File: src/rtl/next_pc_predictor.sv
// Fetch-stage next-PC generator: owns the fetch PC, combines BTB hit/target with
// 2-bit direction counters, redirects on execute mispredicts, and requests BTB writes.
module next_pc_predictor #(
    parameter int          W_IDX    = 4,
    parameter int          W_TAG    = 8,
    parameter int          W_CNT    = 16,
    parameter logic [31:0] RESET_PC = 32'h0
) (
    input  logic              clk,
    input  logic              reset,
    input  logic              stall,
    output logic [31:0]       pc,
    input  logic              btb_hit,
    input  logic [31:0]       btb_bta,
    output logic              pred_taken,
    output logic [31:0]       pred_target,
    input  logic              ex_valid,
    input  logic [31:0]       ex_pc,
    input  logic              ex_taken,
    input  logic [31:0]       ex_target,
    input  logic              ex_pred_taken,
    input  logic [31:0]       ex_pred_target,
    output logic              flush,
    output logic              btb_wr_en,
    output logic [W_TAG-1:0]  btb_wr_pc,
    output logic [31:0]       btb_wr_bta,
    output logic [W_CNT-1:0]  stat_branches,
    output logic [W_CNT-1:0]  stat_mispredicts
);

    localparam int         N_ENT    = 1 << W_IDX;
    localparam logic [1:0] CTR_INIT = 2'b01;

    logic [1:0]       pht [N_ENT];
    logic [31:0]      pc_p0;
    logic [31:0]      pc_plus4;
    logic [31:0]      ex_pc_plus4;
    logic [31:0]      next_pc;
    logic [W_IDX-1:0] rd_idx;
    logic [W_IDX-1:0] wr_idx;
    logic             mispred;
    logic             target_miss;
    logic             btb_req;
    logic             wr_en_p1;
    logic [W_TAG-1:0] wr_pc_p1;
    logic [31:0]      wr_bta_p1;
    logic [W_CNT-1:0] br_cnt;
    logic [W_CNT-1:0] mp_cnt;

    // Two-bit saturating direction counter step.
    function automatic logic [1:0] ctr_next(input logic [1:0] ctr, input logic taken);
        logic [1:0] res;
        res = ctr;
        if (taken) begin
            if (ctr != 2'b11) res = ctr + 2'd1;
        end else begin
            if (ctr != 2'b00) res = ctr - 2'd1;
        end
        return res;
    endfunction

    // Statistics counters stick at all-ones instead of wrapping.
    function automatic logic [W_CNT-1:0] stat_inc(input logic [W_CNT-1:0] cnt, input logic en);
        logic [W_CNT-1:0] res;
        res = cnt;
        if (en && (cnt != {W_CNT{1'b1}})) res = cnt + {{(W_CNT-1){1'b0}}, 1'b1};
        return res;
    endfunction

    assign rd_idx      = pc_p0[W_IDX+1:2];
    assign wr_idx      = ex_pc[W_IDX+1:2];
    assign pc_plus4    = pc_p0 + 32'd4;
    assign ex_pc_plus4 = ex_pc + 32'd4;

    // Stage p0: lookup of the current fetch PC; the mux keeps btb_bta out of the
    // result whenever the BTB misses, so an unknown target never reaches the outputs.
    assign pred_taken  = btb_hit & pht[rd_idx][1];
    assign pred_target = pred_taken ? btb_bta : pc_plus4;

    assign target_miss = ex_taken & ex_pred_taken & (ex_target != ex_pred_target);
    assign mispred     = ex_valid & ((ex_taken != ex_pred_taken) | target_miss);
    assign flush       = mispred;
    assign btb_req     = ex_valid & ex_taken & mispred;

    always_comb begin
        next_pc = pred_target;
        if (mispred) begin
            next_pc = ex_taken ? ex_target : ex_pc_plus4;
        end else if (stall) begin
            next_pc = pc_p0;
        end
    end

    always_ff @(posedge clk or negedge reset) begin
        if (!reset) begin
            pc_p0 <= RESET_PC;
        end else begin
            pc_p0 <= next_pc;
        end
    end

    // Table write lands at the edge; a same-cycle lookup sees the old counter.
    always_ff @(posedge clk or negedge reset) begin
        if (!reset) begin
            for (int i = 0; i < N_ENT; i++) pht[i] <= CTR_INIT;
        end else if (ex_valid) begin
            pht[wr_idx] <= ctr_next(pht[wr_idx], ex_taken);
        end
    end

    // Stage p1: one-cycle BTB write strobe; tag/target hold between strobes.
    always_ff @(posedge clk or negedge reset) begin
        if (!reset) begin
            wr_en_p1  <= 1'b0;
            wr_pc_p1  <= '0;
            wr_bta_p1 <= '0;
        end else begin
            wr_en_p1 <= btb_req;
            if (btb_req) begin
                wr_pc_p1  <= ex_pc[W_TAG-1:0];
                wr_bta_p1 <= ex_target;
            end
        end
    end

    always_ff @(posedge clk or negedge reset) begin
        if (!reset) begin
            br_cnt <= '0;
            mp_cnt <= '0;
        end else begin
            br_cnt <= stat_inc(br_cnt, ex_valid);
            mp_cnt <= stat_inc(mp_cnt, mispred);
        end
    end

    assign pc               = pc_p0;
    assign btb_wr_en        = wr_en_p1;
    assign btb_wr_pc        = wr_pc_p1;
    assign btb_wr_bta       = wr_bta_p1;
    assign stat_branches    = br_cnt;
    assign stat_mispredicts = mp_cnt;

endmodule

File: config.mk
export PLATFORM = sky130hd
export DESIGN_NAME = next_pc_predictor
export DESIGN_NICKNAME = d
export VERILOG_FILES = /design/src/rtl/next_pc_predictor.sv
export SDC_FILE = /design/constraint.sdc
export NUM_CORES = 1
export LEC_CHECK = 0
export ABC_AREA = 1
export CAP_MARGIN = 20
export CORE_AREA = 2 2 168 170
export DETAILED_ROUTE_END_ITERATION = 10
export DIE_AREA = 0 0 170 172
export PLACE_DENSITY = 0.74
export SKIP_CTS_REPAIR_TIMING = 1
export SLEW_MARGIN = 20
export SYNTH_ARGS = -nofsm -noshare
export SYNTH_HDL_FRONTEND = slang
export SYNTH_SLANG_ARGS = --single-unit
File: constraint.sdc
create_clock -name clk -period 4.2 [get_ports clk]
set_input_delay 0.84 -clock clk [delete_from_list [all_inputs] [get_ports clk]]
set_output_delay 0.84 -clock clk [all_outputs]
set_load 0.02 [all_outputs]
=== Word level (Yosys, flattened, before mapping) ===
Index checks and enable logic that the tools add are counted.

* Add/subtract/negate cells: 6
* $mul: 0
* Div/mod/pow operators: 0
* Order comparisons: 3
* Eq/ne operators: 6
* Shifts and indexed selects: 0
* Muxes and demuxes: 17
* Bitwise gates (word level): 9
* Reductions and logical operators: 4

{| class="wikitable"
|+ Operators with widths
! operator !! count
|-
| 2-to-1 mux 32 bit || 4
|-
| adder 32 x 3 -> 32 bit, second input constant || 2
|-
| adder 16 x 1 -> 16 bit, second input constant || 2
|-
| bitwise mux 32 bit || 1
|-
| inequality test 16 bit, second input constant || 2
|-
| inequality test 32 bit || 1
|-
| 2-to-1 mux 2 bit || 9
|-
| binary-select mux 2 bit (select 4 bit) || 2
|-
| greater-or-equal comparator 5 bit, second input constant || 2
|-
| NOT 4 -> 5 bit || 2
|-
| demux 2 bit (select 4 bit) || 1
|-
| bitwise AND 1 bit || 6
|-
| < comparator 5 x 1 -> 1 bit, second input constant || 1
|-
| logical AND 1 bit || 3
|-
| adder 2 x 1 -> 2 bit, second input constant || 1
|-
| inequality test 2 x 1 -> 1 bit, second input constant || 1
|-
| inequality test 2 bit, second input constant || 1
|-
| nonzero test 2 bit || 1
|-
| subtractor 2 x 1 -> 2 bit, second input constant || 1
|-
| inequality test 1 bit || 1
|-
| bitwise OR 1 bit || 1
|}

* Flip-flop bits (word level): 137
* Bits in latches: 0
* Memory bits (writable): 0
* Memory bits (read-only): 0
* Bits of input ports: 135
* Output and inout bits: 139
* Memories kept: 0

=== Longest topological paths before layout ===
Gate-level depths: netlist (run 1).

* Word-level depth: 9
* Mapped depth: 16
* Gate-level depth less buffers: 15

=== Worst setup path after synthesis (run 1) ===
OpenSTA, ideal clock, no wires.

* Path kind: input to output
* Start: input ex_target[28]
* End: output flush
* Arrival: 1730 ps
* Slack: 1630 ps
* Cell stages on the path: 11
* Path through: inv_1 > nand2_1 > nand2_1 > nand2_1 > nor2_1 > nand2_1 > nor2_1 > nand2_1 > nand2_2 > a21oi_4 > buf_2

* Word-level cells in the longest chain between the ends: 4

{| class="wikitable"
|+ Ends and longest elaborated chain
! what !! line !! text
|-
| start, declared || 20 || <nowiki>input logic [31:0] ex_target,</nowiki>
|-
| inequality test 32 bit || 80 || <nowiki>assign target_miss = ex_taken & ex_pred_taken & (ex_target != ex_pred_target);</nowiki>
|-
| bitwise AND 1 bit || 80 ||
|-
| bitwise OR 1 bit || 81 || <nowiki>assign mispred = ex_valid & ((ex_taken != ex_pred_taken) | target_miss);</nowiki>
|-
| bitwise AND 1 bit || 81 ||
|-
| end, declared || 23 || <nowiki>output logic flush,</nowiki>
|}

Every way passes these cells.

=== Final worst setup path (run 1) ===
* Start: input ex_target[13]
* End: output flush

The elaborated chain is that of the path after synthesis.

==> impl_metrics.sql, run 1 <==
INSERT INTO impl_metrics (metric_group, metric, value, unit) VALUES
('sta', 'achievable-frequency', '251', 'MHz'),
('status', 'outcome', 'finished clean', ''),
('drt', 'drt-wirelength-per-cell', '17.6', 'um'),
('critical_path', 'worst_r2r_path_depth', '11', ''),
('synthesis', 'syn_inst', '1408', ''),
('synthesis', 'post-synth-top-area-cell', 'sky130_fd_sc_hd__dfrtp_1', ''),
('critical_path', 'worstSetupEndpointType', 'output port', ''),
('placement', 'postPlaceCellArea', '0.0125', 'mm2'),
('cts', 'clk_transition_reported_paths', '60', 'ps'),
('cts', 'cts_inserted_buffers', '17', ''),
('cts', 'clock_tree.buffer_depth', '2', ''),
('floorplanning', 'floorplan.io_pins', '274', ''),
('sta', 'setup_tns', '0', 'ps'),
('synthesis', 'mappedNetlistNets', '1551', ''),
('floorplanning', 'fp.dieArea', '0.0292', 'mm2'),
('sta', 'finalSetupViolations', '0', ''),
('sta', 'final_max_slew_viol_count', '0', ''),
('placement', 'place_hpwl', '27.7', 'mm'),
('run', 'max_cap_violations', '0', ''),
('power_and_ir_drop', 'pwr-share-comb', '45.5', '%'),
('grt', 'global_route_wire_length_before_repair', '53.7', 'mm'),
('power_and_ir_drop', 'clock_power_share', '23.1', '%'),
('drt', 'firstDrtPassIters', '5', ''),
('critical_path', 'timing.critical_path.fanout_max', '3', ''),
('placement', 'gp_routability_congestion', '0.926', ''),
('worst_hold_path', 'holdCritPathClass', 'flop to flop', ''),
('cells_and_area', 'final_net_count', '1800', ''),
('drt', 'vias', '10380', ''),
('power_and_ir_drop', 'cell_internal_pwr', '3.77', 'mW'),
('power_and_ir_drop', 'power', '6.45', 'mW'),
('floorplanning', 'die_y_extent', '172', 'um'),
('grt', 'grt_total_usage', '23.9', '%'),
('cts', 'clk_root_buffer_cell', 'sky130_fd_sc_hd__clkbuf_16', ''),
('power_and_ir_drop', 'p_per_area', '494', 'mW/mm2'),
('sta', 'min_period_over_period', '94.8', '%'),
('critical_path', 'critical_path_required', '3360', 'ps'),
('cells_and_area', 'nFillCells', '2754', ''),
('critical_path', 'startpoint_type', 'input pin', ''),
('sta', 'period_needed', '3980', 'ps'),
('critical_path', 'crit-reg2reg-launch', 'pc[2]', ''),
('cts', 'tritoncts', 'built', ''),
('synthesis', 'synth.top_cells.by_area', 'sky130_fd_sc_hd__dfrtp_1 (32%), sky130_fd_sc_hd__nand2_1 (22%), sky130_fd_sc_hd__nand3_1 (8.1%)', ''),
('cells_and_area', 'layout-drive-gt1-share', '6.11', '%'),
('drt', 'final_antenna_net_count', '0', ''),
('power_and_ir_drop', 'switching_part_of_the_total', '41.6', '%'),
('floorplanning', 'core_region_area', '0.0275', 'mm2'),
('synthesis', 'asyncSetResetFlopFracSynth', '100', '%'),
('cts', 'htree_levels', '4', ''),
('cells_and_area', 'post-route-cell-area', '0.0131', 'mm2'),
('drt', 'postRouteWirelength', '35.6', 'mm'),
('grt', 'via_count_of_the_first_global_routing_pass', '9779', ''),
('sta', 'worst_pin_slew', '1010', 'ps'),
('synthesis', 'synth.yosys.seq_area_share', '36.3', '%'),
('synthesis', 'ys_warn_count', '0', ''),
('drt', 'routed_via_density', '5.14', ''),
('sta', 'grt_setup_unrepaired', 'no', ''),
('synthesis', 'yosys.area.top_type_share', '31.8', '%'),
('synthesis', 'syn-cell-area', '0.00951', 'mm2'),
('critical_path', 'worstSetupPathType', 'input pin to output port', ''),
('drt', 'detail_route.drc_violations', '0', ''),
('worst_hold_path', 'origin_of_the_worst_min_delay_path', 'pht[26]', ''),
('floorplanning', 'rows', '61', ''),
('cells_and_area', 'instances_no_fill', '2019', ''),
('critical_path', 'timing.rr.end', 'pc[18]', ''),
('floorplanning', 'chipWidth', '170', 'um'),
('power_and_ir_drop', 'ir_drop', '0.188', 'mV'),
('synthesis', 'synth_enable_flop_cells', '0', ''),
('drt', 'detail_route.iter0.violations', '896', ''),
('grt', 'grt_antenna_before_repair', '3', ''),
('sta', 'max_slew_margin', '32.5', '%'),
('synthesis', 'synth_area_per_cell', '6.76', 'um2');
==> Yosys cell counts (all sizes together) (12+ instances only) <==
cell type	instances
nand2	559
nand3	158
dfrtp	121
nor2	115
o21ai	115
inv	92
xnor2	54
buf	37
xor2	35
nor3	32
clkbuf	18
dfstp	16
nand4	14
a21oi	12
==> through the flow <==
| step | hold WS [ps] | setup slack (ps) |
|---|---|---|
| final | 480 | 217 |
| after CTS | 482 | 196 |
| after floorplan | 453 | 1630 |
| after detailed placement | 472 | 201 |
| after global placement | 464 | 178 |
| after global routing | 492 | 93.7 |
==> flip-flops by register name (all words and copies together), names as in the netlist <==
name / count
pht: 32
pc: 32
stat_mispredicts: 16
stat_branches: 16
btb_wr_bta: 32
btb_wr_pc: 8
btb_wr_en: 1
==> cell families (layout without fill, tap and decap cells) <==
group,count (synthesis),count (layout),synth area share (%)
AO/OA/AOI/OAI,135,135,7.73
XOR/XNOR,89,89,8.20
adder cells (fa/ha/maj),8,8,1.05
buffers and inverters,148,410,7.04
flip-flops,137,137,36.3
other,0,3,0
AND/OR/NAND/NOR,891,891,39.7
==> critical path, stage by stage <==
cell	delay, ps
sky130_fd_sc_hd__clkdlybuf4s50_1	580
sky130_fd_sc_hd__xnor2_1	150
sky130_fd_sc_hd__nand2_1	70
sky130_fd_sc_hd__nor2_1	340
sky130_fd_sc_hd__nand2_1	90
sky130_fd_sc_hd__nor2_1	200
sky130_fd_sc_hd__nand2_1	100
sky130_fd_sc_hd__nand2_2	130
sky130_fd_sc_hd__a21oi_4	90
sky130_fd_sc_hd__clkdlybuf4s50_1	550
==> layer usage <==
layer	part of all wire [%]	up-vias	track usage (%)
li1	-	5024	-
met1	44	4818	32.5
met2	45	479	37.5
met3	8.2	59	5.26
met4	2.5	0	8.62
met5	0	-	0
==> cells in the final DEF (no fill, tap or decap), types with 2 or more instances in the layout <==
cell,n
sky130_fd_sc_hd__a21oi_1,11
sky130_fd_sc_hd__a31oi_1,3
sky130_fd_sc_hd__buf_4,11
sky130_fd_sc_hd__clkbuf_16,17
sky130_fd_sc_hd__clkbuf_8,3
sky130_fd_sc_hd__clkdlybuf4s50_1,272
sky130_fd_sc_hd__clkinv_2,2
sky130_fd_sc_hd__clkinvlp_4,6
sky130_fd_sc_hd__dfrtp_1,120
sky130_fd_sc_hd__dfstp_2,16
sky130_fd_sc_hd__diode_2,3
sky130_fd_sc_hd__ha_1,8
sky130_fd_sc_hd__inv_1,85
sky130_fd_sc_hd__inv_2,5
sky130_fd_sc_hd__inv_6,3
sky130_fd_sc_hd__nand2_1,551
sky130_fd_sc_hd__nand2_2,6
sky130_fd_sc_hd__nand3_1,154
sky130_fd_sc_hd__nand3_2,4
sky130_fd_sc_hd__nand3b_1,9
sky130_fd_sc_hd__nand4_1,13
sky130_fd_sc_hd__nor2_1,110
sky130_fd_sc_hd__nor2_2,4
sky130_fd_sc_hd__nor3_1,28
sky130_fd_sc_hd__nor3_2,3
sky130_fd_sc_hd__nor4_1,2
sky130_fd_sc_hd__o21ai_0,77
sky130_fd_sc_hd__o21ai_1,28
sky130_fd_sc_hd__o21ai_2,10
sky130_fd_sc_hd__o22ai_1,4
sky130_fd_sc_hd__xnor2_1,54
sky130_fd_sc_hd__xor2_1,35
==> power groups by stage <==
stage / clock [mW] / combinational [mW] / sequential (mW)
floorplan: 0 / 1.35 / 2.21
detailed placement: 0 / 2.93 / 2.03
CTS: 1.51 / 2.95 / 2.01
global placement: 0 / 2.89 / 2.02
finish: 1.49 / 2.94 / 2.02
global route: 1.57 / 3.19 / 2.06
==> worst max path at each step <==
stage                       start              end  slack (ps)  cells past startpoint
detailed placement  ex_target[13]            flush         200                     10
global placement    ex_target[13]            flush         180                     10
CTS                 ex_target[13]            flush         200                     10
finish              ex_target[13]            flush         220                     10
floorplan           ex_target[28]            flush        1630                     11
global route                pc[2]  pred_target[26]          90                      9
==> layout make-up <==
| type | count | area (um2) | share of cell area (%) |
|---|---|---|---|
| Clock buffer | 20 | 467 | 3.57 |
| Tap cell | 346 | 433 | 3.32 |
| Timing Repair Buffer | 285 | 2840 | 21.7 |
| Antenna cell | 3 | 7.51 | 0.0575 |
| Clock inverter | 12 | 115 | 0.882 |
| Multi-Input combinational cell | 1123 | 5390 | 41.3 |
| Sequential cell | 137 | 3450 | 26.4 |
| Inverter | 93 | 353 | 2.70 |
Power figures use the tool's default switching activity.
==> run 2, diff against run 1 <==
ABC_AREA = not set   (was 1)
ABC_CLOCK_PERIOD_IN_PS = 4200   (was not set)
CORE_AREA = 2 2 162 164   (was 2 2 168 170)
DIE_AREA = 0 0 164 166   (was 0 0 170 172)
==> run 2 against run 1 <==
Effect of this change: largest power group unchanged; wire length down 14%; global-route usage down 1.3 points; critical path depth down 2; flip-flop and latch count unchanged; combinational power up 2%; largest cell class unchanged; cell count down 22%; synthesized cell count down 33%; design area down 4.0%; clock skew up 1.6 ps; fmax down 1.3%.
==> impl_metrics.sql, run 2 <==
INSERT INTO impl_metrics (metric_group, metric, value, unit) VALUES
('status', 'outcome', 'finished clean', ''),
('cells_and_area', 'layout_commonest_cell', 'sky130_fd_sc_hd__clkdlybuf4s50_1', ''),
('drt', 'drt-wirelength-per-cell', '19.5', 'um'),
('grt', 'grt_total_usage', '22.6', '%'),
('sta', 'whs', '428', 'ps'),
('sta', 'achievable-frequency', '248', 'MHz'),
('synthesis', 'synth_common_cells', 'sky130_fd_sc_hd__nand2_1 (125), sky130_fd_sc_hd__dfrtp_1 (121), sky130_fd_sc_hd__nor2_1 (75)', ''),
('placement', 'buffer_ports.inserted', '273', ''),
('grt', 'grt_max_degree', '76', ''),
('drt', 'postRouteWirelength', '30.6', 'mm'),
('synthesis', 'asyncSetResetFlopFracSynth', '100', '%'),
('cts', 'clkLatencyLatePin', '420', 'ps'),
('floorplanning', 'fp.dieArea', '0.0272', 'mm2'),
('synthesis', 'synth_enable_flop_cells', '0', ''),
('sta', 'final_max_slew_viol_count', '0', ''),
('drt', 'final_antenna_net_count', '0', ''),
('critical_path', 'cpPeakStageDelay', '590', 'ps'),
('placement', 'gp_routability_congestion', '0.894', ''),
('synthesis', 'ys_warn_count', '0', ''),
('critical_path', 'startpoint_type', 'input pin', ''),
('sta', 'max_slew_margin', '53.0', '%'),
('floorplanning', 'chipWidth', '164', 'um'),
('sta', 'worst_clock_skew', '12.1', 'ps'),
('grt', 'global_route_wire_length_before_repair', '47.4', 'mm'),
('floorplanning', 'floorplan.io_pins', '274', ''),
('sta', 'grt_setup_unrepaired', 'no', ''),
('grt', 'grt-ovfl-total', '0', ''),
('critical_path', 'worstSetupPathType', 'input pin to output port', ''),
('critical_path', 'crit_chain', 'clkdlybuf4s50_1 > xor2_1 > nor4_1 > nand4_1 > nor2_1 > o21a_1 > inv_2 > clkdlybuf4s50_1', ''),
('cts', 'tritoncts', 'built', ''),
('placement', 'dp_worst_setup_slack', '110', 'ps'),
('drt', 'vias', '8293', ''),
('placement', 'place_hpwl', '23.5', 'mm'),
('synthesis', 'mappedNetlistNets', '1092', ''),
('sta', 'worst_pin_slew', '706', 'ps'),
('synthesis', 'synth_cell_types', '57', ''),
('synthesis', 'yosys.area.top_type_share', '34.6', '%'),
('worst_hold_path', 'holdCritPathClass', 'input pin to asynchronous set/reset pin', ''),
('critical_path', 'critical_path_required', '3360', 'ps'),
('cells_and_area', 'mostFrequentLayoutCells', 'sky130_fd_sc_hd__clkdlybuf4s50_1 (270), sky130_fd_sc_hd__nand2_1 (124), sky130_fd_sc_hd__dfrtp_1 (119)', ''),
('grt', 'via_count_of_the_first_global_routing_pass', '8172', ''),
('critical_path', 'crit-reg2reg-launch', 'pc[2]', ''),
('cells_and_area', 'nFillCells', '2301', ''),
('critical_path', 'critical_path.top_delay_family', 'buffers and inverters', ''),
('sta', 'final_hold_viol_count', '0', ''),
('cts', 'clkSinkCount', '137', ''),
('power_and_ir_drop', 'ir_drop', '0.333', 'mV'),
('run', 'max_cap_violations', '0', ''),
('critical_path', 'worst_r2r_path_depth', '9', ''),
('synthesis', 'syn_inst', '949', ''),
('cts', 'clk_root_buffer_cell', 'sky130_fd_sc_hd__clkbuf_16', ''),
('drt', 'detail_route.iter0.violations', '545', ''),
('sta', 'min_period_over_period', '96.0', '%'),
('cts', 'htree_levels', '4', ''),
('synthesis', 'synth.top_cells.by_area', 'sky130_fd_sc_hd__dfrtp_1 (35%), sky130_fd_sc_hd__mux2_2 (7.2%), sky130_fd_sc_hd__xor2_1 (5.8%)', ''),
('cells_and_area', 'final_core_util', '48.9', '%'),
('sta', 'setup_tns', '0', 'ps'),
('critical_path', 'cp.buffers_inverters', '3', ''),
('floorplanning', 'rows', '59', ''),
('sta', 'finalSetupViolations', '0', ''),
('synthesis', 'syn-cell-area', '0.00876', 'mm2'),
('cells_and_area', 'area_growth', '43.1', '%'),
('cells_and_area', 'layout-drive-gt1-share', '13.3', '%'),
('cts', 'clk_transition_reported_paths', '60', 'ps'),
('critical_path', 'timing.critical_path.fanout_max', '3', ''),
('cts', 'cts_inserted_buffers', '17', ''),
('floorplanning', 'floorplan.initialDensity', '34.2', '%'),
('drt', 'firstDrtPassIters', '5', ''),
('cts', 'clock_tree.buffer_depth', '2', ''),
('synthesis', 'post-synth-top-area-cell', 'sky130_fd_sc_hd__dfrtp_1', ''),
('critical_path', 'slowest_stage', 'sky130_fd_sc_hd__clkdlybuf4s50_1', ''),
('placement', 'placed_cells_incl_taps', '1533', ''),
('floorplanning', 'die_y_extent', '166', 'um'),
('synthesis', 'post-synth-top-count-cell', 'sky130_fd_sc_hd__nand2_1', ''),
('critical_path', 'regToRegSetupSlack', '1500', 'ps'),
('synthesis', 'synth.yosys.seq_area_share', '39.4', '%'),
('synthesis', 'synthFlopType', 'sky130_fd_sc_hd__dfrtp_1', ''),
('drt', 'detail_route.drc_violations', '0', ''),
('cells_and_area', 'final_net_count', '1360', ''),
('sta', 'period_needed', '4030', 'ps'),
('cells_and_area', 'instances_no_fill', '1567', ''),
('cells_and_area', 'layout.area.seq', '0.00345', 'mm2'),
('floorplanning', 'core_region_area', '0.0256', 'mm2'),
('critical_path', 'timing.rr.end', 'pc[25]', ''),
('synthesis', 'synth_area_per_cell', '9.23', 'um2'),
('synthesis', 'ys_seq_elements', '137', ''),
('grt', 'grt_antenna_before_repair', '3', ''),
('cells_and_area', 'multiInputGateArea', '0.00499', 'mm2'),
('critical_path', 'worstSetupEndpointType', 'output port', ''),
('power_and_ir_drop', 'power.leakage', '4.99', 'nW'),
('power_and_ir_drop', 'p_per_area', '534', 'mW/mm2'),
('critical_path', 'timing.critical_path.mode_cell', 'sky130_fd_sc_hd__clkdlybuf4s50_1', ''),
('sta', 'setup_slack', '166', 'ps'),
('critical_path', 'arrival', '3190', 'ps'),
('drt', 'routed_via_density', '5.29', '');
run 2: worst max-delay path by stage:
stage / start / slack [ps] / to / depth (start not counted)
final: ex_target[25] / 170 / flush / 8
after detailed placement: ex_target[25] / 110 / flush / 8
after global routing: ex_target[22] / 60 / flush / 9
after global placement: ex_target[25] / 140 / flush / 8
after floorplan: pc[2] / 870 / pred_target[20] / 10
after CTS: pc[2] / 110 / pred_target[5] / 8
run 2: layout make-up:
type	count	share of cell area, %
Timing Repair Buffer	302	23.9
Sequential cell	137	27.5
Clock buffer	20	3.64
Multi-Input combinational cell	744	39.8
Antenna cell	2	0.0399
Tap cell	335	3.34
Clock inverter	12	1.30
Inverter	15	0.449
run 2: report_power, final:
group | switching (mW) | internal [mW] | leakage, nW
clock | 0.621 | 0.977 | 0.303
combinational | 1.52 | 1.46 | 3.03
sequential | 0.414 | 1.70 | 1.65
run 2: per-stage QoR:
step                cell area, um2  power, mW
floorplan                     8760       3.67
CTS                          12500       6.73
detailed placement           11900       5.10
global placement             11900       5.06
global route                 12500       7.06
finish                       12500       6.70
run 2: routing by layer:
layer	global-route usage (%)	part of all wire, %	wire length (um)
met1	31.3	44	13400
met2	34.7	46	14000
met3	6.22	8.0	2460
met4	6.18	2.2	688
met5	0	0.042	13
run 2: kinds of logic after synthesis:
logic type	synth area share, %
XOR/XNOR	11.0
buffers and inverters	3.64
AO/OA/AOI/OAI	11.3
multiplexers	12.7
adder cells (fa/ha/maj)	1.27
flip-flops	39.4
AND/OR/NAND/NOR	20.7
==> run 3, diff against run 2 <==
SKIP_LAST_GASP = 1   (was not set)
==> results of run 3 <==
The final DEF is identical to that of run 2; final timing and power are the same.
